===== config.mk =====
export PLATFORM = sky130hd
export DESIGN_NAME = mmr_irq_ctrl_flat
export DESIGN_NICKNAME = d
export VERILOG_FILES = /design/src/rtl/mmr_irq_ctrl_if.sv /design/src/rtl/mmr_irq_ctrl.sv /design/src/flat_wrapper.sv
export SDC_FILE = /design/constraint.sdc
export NUM_CORES = 1
export LEC_CHECK = 0
export BUFFER_PORTS_ARGS = -buffer_cell sky130_fd_sc_hd__buf_2
export CORE_MARGIN = 4
export CORE_UTILIZATION = 51
export DETAILED_ROUTE_END_ITERATION = 10
export GPL_ROUTABILITY_DRIVEN = 0
export PLACE_DENSITY = 0.88
export SLEW_MARGIN = 10
export SYNTH_ARGS = -nofsm -noshare
export SYNTH_HDL_FRONTEND = slang
export SYNTH_SLANG_ARGS = --single-unit

===== constraint.sdc =====
create_clock -name clk -period 3 [get_ports clk]
set_clock_uncertainty 0.15 [all_clocks]
set_input_delay 0.15 -clock clk [delete_from_list [all_inputs] [get_ports clk]]
set_output_delay 0.15 -clock clk [all_outputs]
set_load 0.01 [all_outputs]

===== src/rtl/mmr_irq_ctrl_if.sv =====
`default_nettype none
// ============================================================================
// Module   : mmr_irq_ctrl_if
// Purpose  : Dual-port CPU register bus for mmr_irq_ctrl. Each port has an
//            address, an access strobe, a write flag (1 = write, 0 = read),
//            write data, and combinational read data.
// Modports : master - CPU side (drives address/strobe/rw/data-in)
//            slave  - register block side (drives data-out)
// Revision : 1.0 - initial release
// ============================================================================
interface mmr_irq_ctrl_if #(
    parameter int DW = 40,
    parameter int AW = 8
);
    logic [AW-1:0] Addr0;
    logic [AW-1:0] Addr1;
    logic          Enable0;
    logic          Enable1;
    logic          RW0;
    logic          RW1;
    logic [DW-1:0] DataIn0;
    logic [DW-1:0] DataIn1;
    logic [DW-1:0] DataOut0;
    logic [DW-1:0] DataOut1;

    modport master (
        output Addr0, Addr1, Enable0, Enable1, RW0, RW1, DataIn0, DataIn1,
        input  DataOut0, DataOut1
    );

    modport slave (
        input  Addr0, Addr1, Enable0, Enable1, RW0, RW1, DataIn0, DataIn1,
        output DataOut0, DataOut1
    );
endinterface
`default_nettype wire


===== src/rtl/mmr_irq_ctrl.sv =====
`default_nettype none
// ============================================================================
// Module   : mmr_irq_ctrl
// Purpose  : Memory-mapped interrupt controller with a built-in down-counting
//            timer (IRQ source 0) and NSRC-1 asynchronous edge-triggered
//            external sources. Two CPU ports share one register block.
// Ports    : clk    - clock, rising edge
//            rst    - synchronous active-high reset
//            bus    - dual-port register bus (slave modport)
//            src_in - async external sources -> status bits [NSRC-1:1]
//            irq    - registered interrupt request
// Map      : BASE+0 IRQSTA (W1C) +1 IRQEN +2 IRQGEN +3 IRQPEND (RO)
//            +4 TMRLOAD +5 TMRCTL {P[7:4],2'b0,autoreload,en} +6 TMRCNT (RO)
// Revision : 1.0 - initial release
// ============================================================================
module mmr_irq_ctrl #(
    parameter int            DW   = 40,
    parameter int            AW   = 8,
    parameter int            NSRC = 8,
    parameter int            TW   = 16,
    parameter logic [AW-1:0] BASE = 8'h40
) (
    input  wire logic            clk,
    input  wire logic            rst,
    mmr_irq_ctrl_if.slave        bus,
    input  wire logic [NSRC-2:0] src_in,
    output logic                 irq
);

    localparam int         c_IW       = $clog2(NSRC);
    localparam logic [2:0] c_OFF_STA  = 3'd0;
    localparam logic [2:0] c_OFF_EN   = 3'd1;
    localparam logic [2:0] c_OFF_GEN  = 3'd2;
    localparam logic [2:0] c_OFF_PEND = 3'd3;
    localparam logic [2:0] c_OFF_LOAD = 3'd4;
    localparam logic [2:0] c_OFF_CTL  = 3'd5;
    localparam logic [2:0] c_OFF_CNT  = 3'd6;

    // {hit, offset[2:0]}; only the seven mapped offsets count as hits
    function automatic logic [3:0] f_decode(input logic [AW-1:0] addr);
        logic [AW-1:0] off;
        off = addr - BASE;
        if ((addr >= BASE) && (off < AW'(7)))
            return {1'b1, off[2:0]};
        return 4'b0000;
    endfunction

    // ------------------------------------------------------------------
    // State
    // ------------------------------------------------------------------
    logic [NSRC-2:0] r_sync1;
    logic [NSRC-2:0] r_sync2;
    logic [NSRC-2:0] r_sync3;
    logic [1:0]      r_settle;
    logic [NSRC-1:0] r_sta;
    logic [NSRC-1:0] r_irqen;
    logic            r_gen;
    logic            r_irq;
    logic [TW-1:0]   r_load;
    logic [TW-1:0]   r_cnt;
    logic            r_ten;
    logic            r_ar;
    logic [3:0]      r_psc;
    logic [3:0]      r_pre;

    // ------------------------------------------------------------------
    // Port decode and write resolution
    // ------------------------------------------------------------------
    logic [3:0]      w_dec   [2];
    logic [DW-1:0]   w_din   [2];
    logic [DW-1:0]   w_rdata [2];
    logic [1:0]      w_we;

    logic [NSRC-1:0] w_sta_clr;
    logic            w_en_wr;
    logic [NSRC-1:0] w_en_val;
    logic            w_gen_wr;
    logic            w_gen_val;
    logic            w_load_wr;
    logic [TW-1:0]   w_load_val;
    logic            w_ctl_wr;
    logic [7:0]      w_ctl_val;

    assign w_dec[0] = f_decode(bus.Addr0);
    assign w_dec[1] = f_decode(bus.Addr1);
    assign w_din[0] = bus.DataIn0;
    assign w_din[1] = bus.DataIn1;
    assign w_we[0]  = bus.Enable0 & bus.RW0 & w_dec[0][3];
    assign w_we[1]  = bus.Enable1 & bus.RW1 & w_dec[1][3];

    // Port 0 is processed first so a coincident port 1 write overrides it;
    // IRQSTA clear masks from both ports accumulate instead.
    always_comb begin
        w_sta_clr  = '0;
        w_en_wr    = 1'b0;
        w_en_val   = '0;
        w_gen_wr   = 1'b0;
        w_gen_val  = 1'b0;
        w_load_wr  = 1'b0;
        w_load_val = '0;
        w_ctl_wr   = 1'b0;
        w_ctl_val  = '0;
        for (int p = 0; p < 2; p++) begin
            if (w_we[p]) begin
                case (w_dec[p][2:0])
                    c_OFF_STA:  w_sta_clr = w_sta_clr | w_din[p][NSRC-1:0];
                    c_OFF_EN:   begin w_en_wr   = 1'b1; w_en_val   = w_din[p][NSRC-1:0]; end
                    c_OFF_GEN:  begin w_gen_wr  = 1'b1; w_gen_val  = w_din[p][0];        end
                    c_OFF_LOAD: begin w_load_wr = 1'b1; w_load_val = w_din[p][TW-1:0];   end
                    c_OFF_CTL:  begin w_ctl_wr  = 1'b1; w_ctl_val  = w_din[p][7:0];      end
                    default:    ;
                endcase
            end
        end
    end

    // ------------------------------------------------------------------
    // Pending encoder: lowest-numbered enabled, set source wins
    // ------------------------------------------------------------------
    logic [NSRC-1:0] w_masked;
    logic [c_IW-1:0] w_pend_idx;
    logic            w_pend_vld;

    always_comb begin
        w_masked   = r_sta & r_irqen;
        w_pend_idx = '0;
        for (int i = NSRC - 1; i >= 0; i--) begin
            if (w_masked[i])
                w_pend_idx = c_IW'(i);
        end
    end
    assign w_pend_vld = |w_masked;

    // ------------------------------------------------------------------
    // Read mux (zero latency, unused bits and unmapped offsets read 0)
    // ------------------------------------------------------------------
    always_comb begin
        for (int p = 0; p < 2; p++) begin
            w_rdata[p] = '0;
            if (w_dec[p][3]) begin
                case (w_dec[p][2:0])
                    c_OFF_STA:  w_rdata[p][NSRC-1:0] = r_sta;
                    c_OFF_EN:   w_rdata[p][NSRC-1:0] = r_irqen;
                    c_OFF_GEN:  w_rdata[p][0]        = r_gen;
                    c_OFF_PEND: w_rdata[p][c_IW:0]   = {w_pend_vld, w_pend_idx};
                    c_OFF_LOAD: w_rdata[p][TW-1:0]   = r_load;
                    c_OFF_CTL:  w_rdata[p][7:0]      = {r_psc, 2'b00, r_ar, r_ten};
                    c_OFF_CNT:  w_rdata[p][TW-1:0]   = r_cnt;
                    default:    ;
                endcase
            end
        end
    end

    assign bus.DataOut0 = w_rdata[0];
    assign bus.DataOut1 = w_rdata[1];

    // ------------------------------------------------------------------
    // Timer
    // ------------------------------------------------------------------
    logic w_tick;
    logic w_tick_eff;
    logic w_tmr_fire;

    assign w_tick     = r_ten & (r_pre == r_psc);
    // A TMRLOAD write owns the counter on its edge; the coincident tick is dropped.
    assign w_tick_eff = w_tick & ~w_load_wr;
    assign w_tmr_fire = w_tick_eff & (r_cnt == '0);

    always_ff @(posedge clk) begin
        if (rst) begin
            r_load <= '0;
            r_cnt  <= '0;
            r_ten  <= 1'b0;
            r_ar   <= 1'b0;
            r_psc  <= '0;
            r_pre  <= '0;
        end else begin
            if (w_load_wr) begin
                r_load <= w_load_val;
                r_cnt  <= w_load_val;
            end else if (w_tick_eff) begin
                if (r_cnt != '0)
                    r_cnt <= r_cnt - TW'(1);
                else if (r_ar)
                    r_cnt <= r_load;
            end

            if (w_load_wr || !r_ten || w_tick)
                r_pre <= '0;
            else
                r_pre <= r_pre + 4'd1;

            if (w_ctl_wr) begin
                r_ten <= w_ctl_val[0];
                r_ar  <= w_ctl_val[1];
                r_psc <= w_ctl_val[7:4];
            end else if (w_tmr_fire && !r_ar) begin
                r_ten <= 1'b0;
            end
        end
    end

    // ------------------------------------------------------------------
    // Source synchronisers, edge detection, status and irq
    // ------------------------------------------------------------------
    // r_settle saturates once r_sync3 holds a real post-reset sample, so a
    // source that is already high when reset ends never looks like an edge.
    logic [NSRC-2:0] w_src_edge;
    logic [NSRC-1:0] w_sta_set;

    assign w_src_edge = r_sync2 & ~r_sync3 & {(NSRC-1){r_settle == 2'd3}};
    assign w_sta_set  = {w_src_edge, w_tmr_fire};

    always_ff @(posedge clk) begin
        if (rst) begin
            r_sync1  <= '0;
            r_sync2  <= '0;
            r_sync3  <= '0;
            r_settle <= '0;
            r_sta    <= '0;
            r_irqen  <= '0;
            r_gen    <= 1'b0;
            r_irq    <= 1'b0;
        end else begin
            r_sync1 <= src_in;
            r_sync2 <= r_sync1;
            r_sync3 <= r_sync2;
            if (r_settle != 2'd3)
                r_settle <= r_settle + 2'd1;
            // set has priority over a coincident write-1-to-clear
            r_sta <= (r_sta & ~w_sta_clr) | w_sta_set;
            if (w_en_wr)
                r_irqen <= w_en_val;
            if (w_gen_wr)
                r_gen <= w_gen_val;
            r_irq <= r_gen & (|(r_sta & r_irqen));
        end
    end

    assign irq = r_irq;

    logic w_unused;
    assign w_unused = ^{w_din[0], w_din[1]};

endmodule
`default_nettype wire


===== src/flat_wrapper.sv =====
// flat-port wrapper written by rule: the top's interface ports become plain ports
module mmr_irq_ctrl_flat 
#(
    parameter int            DW   = 40,
    parameter int            AW   = 8,
    parameter int            NSRC = 8,
    parameter int            TW   = 16,
    parameter logic [AW-1:0] BASE = 8'h40
)
  (clk, rst, src_in, irq, bus_Addr0, bus_Addr1, bus_Enable0, bus_Enable1, bus_RW0, bus_RW1, bus_DataIn0, bus_DataIn1, bus_DataOut0, bus_DataOut1);
  mmr_irq_ctrl_if #(.DW(DW), .AW(AW)) bus_i ();
  input  wire logic clk;
  input  wire logic rst;
  input  wire logic [NSRC-2:0] src_in;
  output logic irq;
  input wire logic [$bits(bus_i.Addr0)-1:0] bus_Addr0;
  input wire logic [$bits(bus_i.Addr1)-1:0] bus_Addr1;
  input wire logic [$bits(bus_i.Enable0)-1:0] bus_Enable0;
  input wire logic [$bits(bus_i.Enable1)-1:0] bus_Enable1;
  input wire logic [$bits(bus_i.RW0)-1:0] bus_RW0;
  input wire logic [$bits(bus_i.RW1)-1:0] bus_RW1;
  input wire logic [$bits(bus_i.DataIn0)-1:0] bus_DataIn0;
  input wire logic [$bits(bus_i.DataIn1)-1:0] bus_DataIn1;
  output wire logic [$bits(bus_i.DataOut0)-1:0] bus_DataOut0;
  output wire logic [$bits(bus_i.DataOut1)-1:0] bus_DataOut1;
  assign bus_i.Addr0 = bus_Addr0;
  assign bus_i.Addr1 = bus_Addr1;
  assign bus_i.Enable0 = bus_Enable0;
  assign bus_i.Enable1 = bus_Enable1;
  assign bus_i.RW0 = bus_RW0;
  assign bus_i.RW1 = bus_RW1;
  assign bus_i.DataIn0 = bus_DataIn0;
  assign bus_i.DataIn1 = bus_DataIn1;
  assign bus_DataOut0 = bus_i.DataOut0;
  assign bus_DataOut1 = bus_i.DataOut1;
  mmr_irq_ctrl #(.DW(DW), .AW(AW), .NSRC(NSRC), .TW(TW), .BASE(BASE)) u_core (.clk(clk), .rst(rst), .bus(bus_i), .src_in(src_in), .irq(irq));
endmodule

==> impl_metrics.csv <==
group,metric,value,unit
pwr,clkPwrFrac,37.6,%
synthesis,syn-instance-count,695,
run_status,outcome,"finished clean",
timing,slew_headroom,49.14,%
worst_setup_path,slowest_delay,540,ps
clocking,clk_path_buf_depth,2,
synthesis,synth_seq_cells,83,
pwr,vdd.ir_drop.worst,0.3809,mV
synthesis,syn_area,5544,sq um
clocking,insertion_delay,370,ps
finish,nets,912,
routing,dr_total_vias,5814,
finish,fillers,931,
worst_setup_path,ff2ff_path_depth,9,
floorplanning,core-area,10460,sq um
synthesis,ys_types,65,
clocking,cts_made_buffers,9,
synthesis,yosysTopAreaCell,"dfxtp_1",
pwr,static-leakage-power,2.601,nW
clocking,clockRootBuffer,"clkbuf_8",
worst_setup_path,cp-startpoint,"u_core.r_cnt[1]",
routing,routedWlPerCell,18.04,microns
finish,syn2layout_area_growth,15.96,%
worst_setup_path,crit_end,"u_core.r_cnt[4]",
pwr,combPwrFrac,11.4,%
placement,hpwl,12270,microns
worst_setup_path,cp_slowest_cell,"or3b_2",
finish,drive_gt1_share,20.00,%
routing,viasPerCell,6.179,
synthesis,synth_edf_count,0,
synthesis,yosysTopAreaCellShare,29.97,%
routing,dr.first_iter.drc_count,628,
synthesis,synth_flop_cell,"dfxtp_1",
pwr,swShare,27.49,%
timing,finalSetupViolCount,0,
timing,hold_viol,0,
floorplanning,num_io_pins,190,
worst_setup_path,r2r_slack,230,ps
timing,fin_setup_tns,0,ps
synthesis,avgSynthCellArea,7.977,sq um
timing,finalCritPeriodShare,92.28,%
timing,finalMaxSlewViolations,0,
worst_setup_path,r2r-end,"u_core.r_cnt[4]",
routing,drcViolationCount,0,
clocking,tritoncts,"yes",
synthesis,ys_async_sr_fraction,0,%
pwr,powerDensity,345.3,nW/um^2
routing,ant_nets,0,
global_route,grt_util_all_layers,25.61,%
worst_setup_path,start_kind,"flop",
floorplanning,die_w,112.3,microns
global_route,grt_pass1_wl,26560,microns
worst_setup_path,crit_path_end_kind,"flop",
global_route,antenna_found_initial,0,
synthesis,ys_seq_area_share,29.97,%
floorplanning,die_area,12600,sq um
worst_setup_path,cp_data_arrival_time,2840,ps
synthesis,yosys_warnings,0,
pwr,internal_power,1.610,mW
floorplanning,die_height,112.3,microns
hold_path,min_path_type,"primary input to flop",
timing,tightest_slew,757.2,ps
pwr,seqPwrFrac,51.0,%
worst_setup_path,reg2reg_from,"u_core.r_cnt[1]",
routing,drt_wl_total,16980,microns
job,drv_cap,0,
synthesis,synth_area_leaders,"dfxtp_1 (30%), buf_4 (6.5%), mux2i_1 (5.6%), nor2_1 (4.5%), a211oi_1 (3.8%)",
placement,port_buffers,93,
timing,rsz0062_at_grt,"false",
clocking,clk_pin_slew,100,ps
clocking,cts-htree-levels,3,
worst_setup_path,crit_type,"flop to flop",
floorplanning,row_count,37,
pwr,p_switching,0.6103,mW
clocking,cts_sinks,83,
global_route,grt_pass1_vias,5347,
worst_setup_path,worstPathRequired,3070,ps
worst_setup_path,crit_chain,"inv_1 > ha_1 > or3b_2 > nor2_1 > buf_4 > nand4_1 > a21o_1 > nand2_1 > o21ai_0",
worst_setup_path,crit_fanout,15,
floorplanning,initial_core_util,52.99,%
global_route,grt_max_degree,30,
timing,fmax,361.2,MHz
routing,dr.pass1.iters,6,
clocking,postCtsSetupBuffers,0,
global_route,overflow,0,
finish,diodes,0,
timing,fin_crit,2768,ps
pwr,total_power,2.220,mW
-- through the flow --
stage / hold WS, ps / setup slack (ps) / cell area (sq um) / std cells / utilization [%]
floorplan: 79.40 / 474.9 / 5720 / 742 / -
global placement: 207.2 / 394.8 / 6008 / 903 / 57.43
global route: 9.592 / 78.37 / 6429 / 941 / 61.44
detailed placement: 215.7 / 326.1 / 6008 / 903 / 57.43
finish: 6.804 / 231.6 / 6429 / 941 / 61.44
CTS: 0.1305 / 305.4 / 6429 / 941 / 61.44
-- synthesized netlist by cell type, types with 4 or more instances --
| cell | instances |
|---|---|
| a211oi_1 | 28 |
| a21boi_0 | 5 |
| a21o_1 | 4 |
| a21oi_1 | 35 |
| a221oi_1 | 8 |
| a222oi_1 | 6 |
| a22o_1 | 19 |
| a22oi_1 | 13 |
| a31oi_1 | 8 |
| a32o_1 | 4 |
| a32oi_1 | 10 |
| and2_1 | 5 |
| and3_1 | 7 |
| and3b_1 | 4 |
| buf_2 | 8 |
| buf_4 | 48 |
| clkbuf_1 | 36 |
| dfxtp_1 | 83 |
| inv_1 | 16 |
| mux2_2 | 4 |
| mux2i_1 | 31 |
| nand2_1 | 54 |
| nand2b_1 | 5 |
| nand3_1 | 17 |
| nand4_1 | 6 |
| nor2_1 | 66 |
| nor2b_1 | 29 |
| nor3_1 | 14 |
| nor4_1 | 6 |
| o211ai_1 | 6 |
| o21ai_0 | 30 |
| o221a_2 | 4 |
| o22ai_1 | 4 |
| or3_1 | 4 |
| xnor2_1 | 10 |
| xor2_1 | 7 |
-- state kept, by name, indices dropped and copies added (netlist names) --
signal	count
u_core.r_ten	1
u_core.r_sync1	7
u_core.r_ar	1
u_core.r_irqen	8
u_core.irq	1
u_core.r_pre	4
u_core.r_sync2	7
u_core.r_gen	1
u_core.r_cnt	16
u_core.r_sta	8
u_core.r_psc	4
u_core.r_settle	2
u_core.r_load	16
u_core.r_sync3	7
-- placed cells by master, fill, tap and decap left out, drive strengths merged, types with 13 or more instances in the layout --
cell type	netlist	final
a211oi	28	28
buf	60	121
nor2b	29	29
a22o	19	19
a22oi	13	13
a21oi	35	35
dfxtp	83	83
mux2i	31	31
nor2	67	67
nor3	17	17
o21ai	30	30
nand2	54	54
conb	1	48
inv	16	18
dlygate4sd3	0	22
nand3	17	17
-- power by group through the flow --
| stage | Combinational [mW] | Sequential (mW) | Clock, mW |
|---|---|---|---|
| after detailed placement | 0.227 | 1.16 | 0 |
| after global placement | 0.220 | 1.16 | 0 |
| after CTS | 0.246 | 1.13 | 0.835 |
| after global routing | 0.274 | 1.14 | 0.886 |
| final | 0.253 | 1.13 | 0.834 |
| after floorplan | 0.184 | 1.15 | 0 |
-- what timing repair did --
action | 4_1_cts | 5_1_grt
endpoints found under the hold margin | 24 | 0
endpoints found under the setup margin | 0 | 0
hold buffers | 22 | 0
gates resized for setup | 0 | 0
-- layout make-up --
class	count	area, sq um	area share, %
sequential	83	1662	25.85
clock buffer	10	127.6	1.985
clock inverter	6	72.57	1.129
tap	136	170.2	2.647
timing repair buffer	143	895.9	13.94
multi-input combinational	546	3437	53.46
inverter	17	63.81	0.9926
-- metal layers --
layer,global-route usage [%],vias up,part of all wire (%)
met5,0,-,0
met4,8.974,0,3.7
met3,6.146,62,12
met2,42.83,384,47
met1,32.28,2695,38
li1,-,2673,-
-- critical path, delay by kind of cell (launching register included) --
family / cells / cell delay (ps)
adder cells (fa/ha/maj): 1 / 200
flip-flops: 1 / 380
buffers and inverters: 2 / 270
AO/OA/AOI/OAI: 2 / 550
AND/OR/NAND/NOR: 4 / 1070
-- cell families after synthesis --
family | count (synthesis) | synth area share [%]
other | 1 | 0.06764
buffers and inverters | 113 | 11.22
AOI/OAI and AO/OA | 198 | 25.50
muxes | 35 | 6.409
adders and majority gates | 3 | 0.6771
DFF | 83 | 29.97
xor gates and xnor gates | 17 | 2.686
and+or+nand+nor | 245 | 23.47
-- how the worst min path moves through the flow --
stage                    start                 to  cells past startpoint
6_report       bus_DataIn1[13]  u_core.r_load[13]                      3
5_1_grt         bus_DataIn0[5]  u_core.r_irqen[5]                      3
4_1_cts        bus_DataIn1[13]  u_core.r_load[13]                      3
3_5_place_dp         src_in[4]  u_core.r_sync1[4]                      2
3_3_place_gp         src_in[2]  u_core.r_sync1[2]                      2
2_1_floorplan              rst  u_core.r_sync3[6]                      1
Power figures use the tool's default switching activity.
